===== config.mk =====
export PLATFORM = sky130hd
export DESIGN_NAME = instruction_sequencer_flat
export DESIGN_NICKNAME = d
export VERILOG_FILES = /design/src/rtl/instruction_sequencer_if.sv /design/src/rtl/instruction_sequencer.sv /design/src/flat_wrapper.sv
export SDC_FILE = /design/constraint.sdc
export NUM_CORES = 1
export LEC_CHECK = 0
export BUFFER_PORTS_ARGS = -buffer_cell sky130_fd_sc_hd__clkbuf_2
export CAP_MARGIN = 20
export CORE_ASPECT_RATIO = 1.2
export CORE_MARGIN = 2
export CORE_UTILIZATION = 40
export DETAILED_ROUTE_END_ITERATION = 10
export PLACE_DENSITY = 0.61
export SETUP_SLACK_MARGIN = 0.3
export SYNTH_ARGS = -nofsm -noshare
export SYNTH_HDL_FRONTEND = slang
export SYNTH_SLANG_ARGS = --single-unit

===== constraint.sdc =====
create_clock -name clk -period 2.33 [get_ports clk]
set_input_delay 0.466 -clock clk [delete_from_list [all_inputs] [get_ports clk]]
set_output_delay 0.466 -clock clk [all_outputs]
set_load 0.005 [all_outputs]

===== src/rtl/instruction_sequencer_if.sv =====
// Program-load / issue bus of the instruction sequencer.
interface instruction_sequencer_if;
    logic        prog_we;
    logic [3:0]  prog_addr;
    logic [11:0] prog_data;
    logic        start;
    logic        hold;
    logic [3:0]  instruction;
    logic [7:0]  operand;
    logic        instr_valid;
    logic [3:0]  pc;
    logic        busy;
    logic        done;
    logic        err;

    modport master (
        output prog_we, prog_addr, prog_data, start, hold,
        input  instruction, operand, instr_valid, pc, busy, done, err
    );
    modport slave (
        input  prog_we, prog_addr, prog_data, start, hold,
        output instruction, operand, instr_valid, pc, busy, done, err
    );
endinterface


===== src/rtl/instruction_sequencer.sv =====
// Instruction sequencer: 16-entry program store issued one entry per cycle
// from address 0 until a HALT entry or the last entry. Every output is a flop;
// busy/done/issue outputs reflect the state of the previous cycle.
module instruction_sequencer #(
    parameter logic [3:0] HALT_CODE  = 4'hF,
    parameter logic [3:0] MAX_OPCODE = 4'd9
) (
    input  logic                    clk,
    input  logic                    rst_n,
    instruction_sequencer_if.slave  bus
);
    typedef enum logic [1:0] {IDLE, RUN, DONE} state_t;

    state_t      state, state_nx;
    logic [11:0] mem [16];
    logic [3:0]  pc_q, pc_nx;
    logic [3:0]  instr_q, instr_nx;
    logic [7:0]  opnd_q, opnd_nx;
    logic        vld_q, vld_nx;
    logic        busy_q, done_q;
    logic        err_q, err_nx;
    logic [3:0]  cur_op;
    logic [7:0]  cur_opnd;

    assign cur_op   = mem[pc_q][11:8];
    assign cur_opnd = mem[pc_q][7:0];

    // Program store: writable only while idle, contents survive reset.
    always_ff @(posedge clk) begin
        if (bus.prog_we && state == IDLE)
            mem[bus.prog_addr] <= bus.prog_data;
    end

    // Next state, next pc and next issue word.
    always_comb begin
        state_nx = state;
        pc_nx    = pc_q;
        instr_nx = HALT_CODE;
        opnd_nx  = 8'h00;
        vld_nx   = 1'b0;
        err_nx   = err_q;
        case (state)
            IDLE: begin
                if (bus.start) begin
                    state_nx = RUN;
                    pc_nx    = 4'd0;
                    err_nx   = 1'b0;
                end
            end
            RUN: begin
                if (bus.prog_we)
                    err_nx = 1'b1;
                // hold freezes pc and postpones HALT detection
                if (!bus.hold) begin
                    if (cur_op == HALT_CODE) begin
                        state_nx = DONE;
                    end else begin
                        if (cur_op <= MAX_OPCODE) begin
                            instr_nx = cur_op;
                            opnd_nx  = cur_opnd;
                            vld_nx   = 1'b1;
                        end else begin
                            err_nx = 1'b1;
                        end
                        pc_nx = pc_q + 4'd1;
                        // consuming the last entry ends the run, no wrap
                        if (pc_q == 4'hF)
                            state_nx = DONE;
                    end
                end
            end
            DONE: begin
                if (bus.prog_we)
                    err_nx = 1'b1;
                state_nx = IDLE;
            end
            default: state_nx = IDLE;
        endcase
    end

    // State register and registered outputs.
    always_ff @(posedge clk or negedge rst_n) begin
        if (!rst_n) begin
            state   <= IDLE;
            pc_q    <= 4'd0;
            instr_q <= HALT_CODE;
            opnd_q  <= 8'h00;
            vld_q   <= 1'b0;
            busy_q  <= 1'b0;
            done_q  <= 1'b0;
            err_q   <= 1'b0;
        end else begin
            state   <= state_nx;
            pc_q    <= pc_nx;
            instr_q <= instr_nx;
            opnd_q  <= opnd_nx;
            vld_q   <= vld_nx;
            busy_q  <= (state != IDLE);
            done_q  <= (state == DONE);
            err_q   <= err_nx;
        end
    end

    assign bus.instruction = instr_q;
    assign bus.operand     = opnd_q;
    assign bus.instr_valid = vld_q;
    assign bus.pc          = pc_q;
    assign bus.busy        = busy_q;
    assign bus.done        = done_q;
    assign bus.err         = err_q;
endmodule


===== src/flat_wrapper.sv =====
// flat-port wrapper written by rule: the top's interface ports become plain ports
module instruction_sequencer_flat 
#(
    parameter logic [3:0] HALT_CODE  = 4'hF,
    parameter logic [3:0] MAX_OPCODE = 4'd9
)
  (clk, rst_n, bus_prog_we, bus_prog_addr, bus_prog_data, bus_start, bus_hold, bus_instruction, bus_operand, bus_instr_valid, bus_pc, bus_busy, bus_done, bus_err);
  instruction_sequencer_if bus_i ();
  input  logic clk;
  input  logic rst_n;
  input wire logic [$bits(bus_i.prog_we)-1:0] bus_prog_we;
  input wire logic [$bits(bus_i.prog_addr)-1:0] bus_prog_addr;
  input wire logic [$bits(bus_i.prog_data)-1:0] bus_prog_data;
  input wire logic [$bits(bus_i.start)-1:0] bus_start;
  input wire logic [$bits(bus_i.hold)-1:0] bus_hold;
  output wire logic [$bits(bus_i.instruction)-1:0] bus_instruction;
  output wire logic [$bits(bus_i.operand)-1:0] bus_operand;
  output wire logic [$bits(bus_i.instr_valid)-1:0] bus_instr_valid;
  output wire logic [$bits(bus_i.pc)-1:0] bus_pc;
  output wire logic [$bits(bus_i.busy)-1:0] bus_busy;
  output wire logic [$bits(bus_i.done)-1:0] bus_done;
  output wire logic [$bits(bus_i.err)-1:0] bus_err;
  assign bus_i.prog_we = bus_prog_we;
  assign bus_i.prog_addr = bus_prog_addr;
  assign bus_i.prog_data = bus_prog_data;
  assign bus_i.start = bus_start;
  assign bus_i.hold = bus_hold;
  assign bus_instruction = bus_i.instruction;
  assign bus_operand = bus_i.operand;
  assign bus_instr_valid = bus_i.instr_valid;
  assign bus_pc = bus_i.pc;
  assign bus_busy = bus_i.busy;
  assign bus_done = bus_i.done;
  assign bus_err = bus_i.err;
  instruction_sequencer #(.HALT_CODE(HALT_CODE), .MAX_OPCODE(MAX_OPCODE)) u_core (.clk(clk), .rst_n(rst_n), .bus(bus_i));
endmodule

==> results.cfg <==
[global_route]
grt_pass1_vias = 4496
grt_overflow = 0
grt_max_degree = 23
antenna_found_initial = 0
grt_pass1_wl_um = 27400
grt_usage = 0.168

[power]
internal-power_uw = 8060
peakVddDrop_mv = 0.514
switchingPower_uw = 2810
p_leak_uw = 0.00346
pwr-share-seq = 0.410
power.density_nw_per_um2 = 1050
swShare = 0.258
pwr-share-clk = 0.309
power_frac_comb = 0.281

[drt]
vias_per_cell = 5.37
drt_first_iter_violations = 402
wire_per_inst_um = 23.1
wirelength_um = 18200
vias = 4231
post-route-drc-count = 0
first_pass_iters = 4
antenna_left = 0

[sta]
setup_viol_count_final = 0
worstMarginPinSlew_ns = 0.617
period_needed_ns = 2.27
period_share = 0.972
fin_skew_ns = 0.0174
hold_viol = 0
hold_ws_ns = 0.278
slew_headroom = 0.589
rsz0062_at_grt = true
setup_ws_ns = 0.0644
max_freq_ghz = 0.441
slew_violations = 0

[synthesis]
synth_top_area_cell = edfxtp_1
synth_top_area_frac = 0.686
synth_warnings = 0
syn-num-nets = 422
synthFlopType = edfxtp_1
yosysMostFrequentCell = edfxtp_1
netlist_top_cells_count = 192 x edfxtp_1, 52 x mux4_2, 18 x dfrtp_1, 17 x nor2_1, 14 x nand2_1
syn_area_per_cell_um2 = 21.2
ys_seq_elements = 214
yosysUniqueCellTypes = 43
synth_edf_count = 192
async_reset_ff_frac = 0.103
ys_seq_area_frac = 0.752
syn_area_um2 = 8410
syn_inst = 397
synth_area_leaders = edfxtp_1 69%, mux4_2 14%, dfrtp_1 5.4%

[cts]
cts.clk_slew.worst_paths_ns = 0.06
clk_path_buf_depth = 3
cts_tree = done
clock_latency_ns = 0.50
cts_num_sinks = 214
cts_buffers = 21
cts_htree_levels = 1
ctsRootBufferMaster = clkbuf_16

[worst_setup_path]
reg2reg_slack_ns = 0.06
crit_path_start_kind = flip-flop
r2r_end = u_core.bus.pc[1]
crit_type = reg2reg
worstPathRequired_ns = 2.69
worstPathArrival_ns = 2.63
rr_startpoint = u_core.bus.pc[0]
reg2regPathDepth = 10
slowest_stage = dfrtp_4
cp_max_fo = 6
worstPathCellList = buf_12 > buf_12 > buf_6 > mux4_2 > nand2_1 > and3_4 > nor4_4 > buf_6 > a221oi_4 > o22ai_2
slowest_delay_ns = 0.48
critical_path.endpoint_type = flip-flop

[place]
gp_congestion = 0.804
dp_hpwl_um = 11100
pre_cts_slack_ns = -0.0784
io_buffer_count = 40

[final_layout]
drive_gt1_frac = 0.417
fillers = 1679
multi_input_area_um2 = 2040
final_util = 0.495
fin_nets = 528
seqCellArea_um2 = 6330
syn_to_final_growth_pct = 22.6
antenna_cells = 0

[die]
die-area_um2 = 22200
pin_count = 41
initial_core_util = 0.404
fp.dieH_um = 163
core_area_um2 = 20800
die_width_um = 136
rows = 58

[worst_hold_path]
hp-start = bus_start
hold_depth = 3
hold_path.class = in2reg
min_to = u_core.state[0]

[run]
max_cap_viol_count = 0

[status]
outcome = completed
state kept, by name, indices dropped and copies added (netlist names):
register                cells
u_core.bus.done             1
u_core.bus.err              1
u_core.bus.pc               4
u_core.bus.instr_valid      1
u_core.bus.instruction      4
u_core.state                2
u_core.bus.busy             1
u_core.mem                192
u_core.bus.operand          8
cells in the final DEF, fill, tap and decap left out, types with 3 or more instances in the layout:
cell type	Yosys	layout
nor2_1	17	15
clkinv_1	0	5
o211ai_1	5	5
nor2_2	1	3
clkbuf_2	0	40
o21ai_0	3	3
buf_6	4	6
a21oi_1	4	4
buf_4	3	40
dfrtp_1	18	16
nand2b_1	5	4
nor3_2	0	3
and3_4	2	4
inv_1	6	6
bufinv_16	0	3
buf_12	2	7
buf_16	0	5
nand2_1	14	14
a22oi_2	0	4
mux4_1	4	4
dfstp_2	4	4
mux4_2	52	52
ha_1	4	4
clkinvlp_4	0	3
clkinv_2	0	3
nand3_1	7	6
edfxtp_1	192	192
nor2b_1	9	7
clkbuf_16	0	21
timing repair:
item	in CTS	in global routing
gates resized for setup	17	17
buffers inserted	6	2
endpoints found under the setup margin	17	33
pin swaps	8	6
cloned	5	0
hold buffers	1	0
endpoints found under the hold margin	10	0
layer usage:
metal / up-vias / global-route usage / share of wire
met5: - / 0 / 0
met4: 0 / 0.0578 / 0.021
met3: 28 / 0.0212 / 0.060
met2: 140 / 0.284 / 0.51
met1: 2214 / 0.226 / 0.41
li1: 1849 / - / -
power groups by stage:
stage / Sequential, uW / Combinational [uW] / Clock [uW]
after CTS: 4460 / 2940 / 3440
after floorplan: 4520 / 1840 / 0
after global placement: 4560 / 2430 / 0
after detailed placement: 4570 / 2470 / 0
after global routing: 4470 / 3290 / 3600
final: 4450 / 3060 / 3360
cell families (layout without fill, tap and decap cells):
logic type               Yosys count  after routing  synth area share
AO/OA/AOI/OAI                     25             25            0.0202
adder cells (fa/ha/maj)            4              4           0.00595
buffers and inverters             24            145            0.0198
flip-flops                       214            214             0.752
multiplexers                      58             58             0.154
AND/OR/NAND/NOR                   72             72            0.0479
layout make-up:
type	instances	share of cell area
clock buffer	23	0.0517
clock inverter	15	0.0151
inverter	6	0.00219
multi-input combinational	159	0.198
sequential	214	0.614
tap	270	0.0328
timing repair buffer	101	0.0860
metrics by stage:
stage	area (um^2)	setup TNS, ns	total power, uW	instances
after floorplan	8480	0	6360	397
after global placement	9290	0	6990	736
after detailed placement	9290	-0.0784	7040	736
after CTS	10200	0	10800	786
after global routing	10300	-0.0233	11400	788
final	10300	0	10900	788
worst max-delay path, delay by kind of cell (launching register included):
family | cells | cell delay [ns]
simple gates | 3 | 0.34
mux | 1 | 0.42
flops | 1 | 0.48
buf+inv | 4 | 0.53
compound gates | 2 | 0.38
worst max-delay path by stage:
stage,start,depth (start not counted),slack [ns],endpoint
floorplan,u_core.state[1],6,0.09,u_core.mem[1][0]
global placement,u_core.bus.pc[0],8,0.03,u_core.bus.pc[1]
detailed placement,u_core.bus.pc[0],8,-0.08,u_core.bus.pc[1]
CTS,u_core.bus.pc[0],10,0.08,u_core.bus.pc[1]
global route,u_core.bus.pc[0],10,-0.02,u_core.bus.pc[1]
finish,u_core.bus.pc[0],10,0.06,u_core.bus.pc[1]
Power figures use the tool's default switching activity.
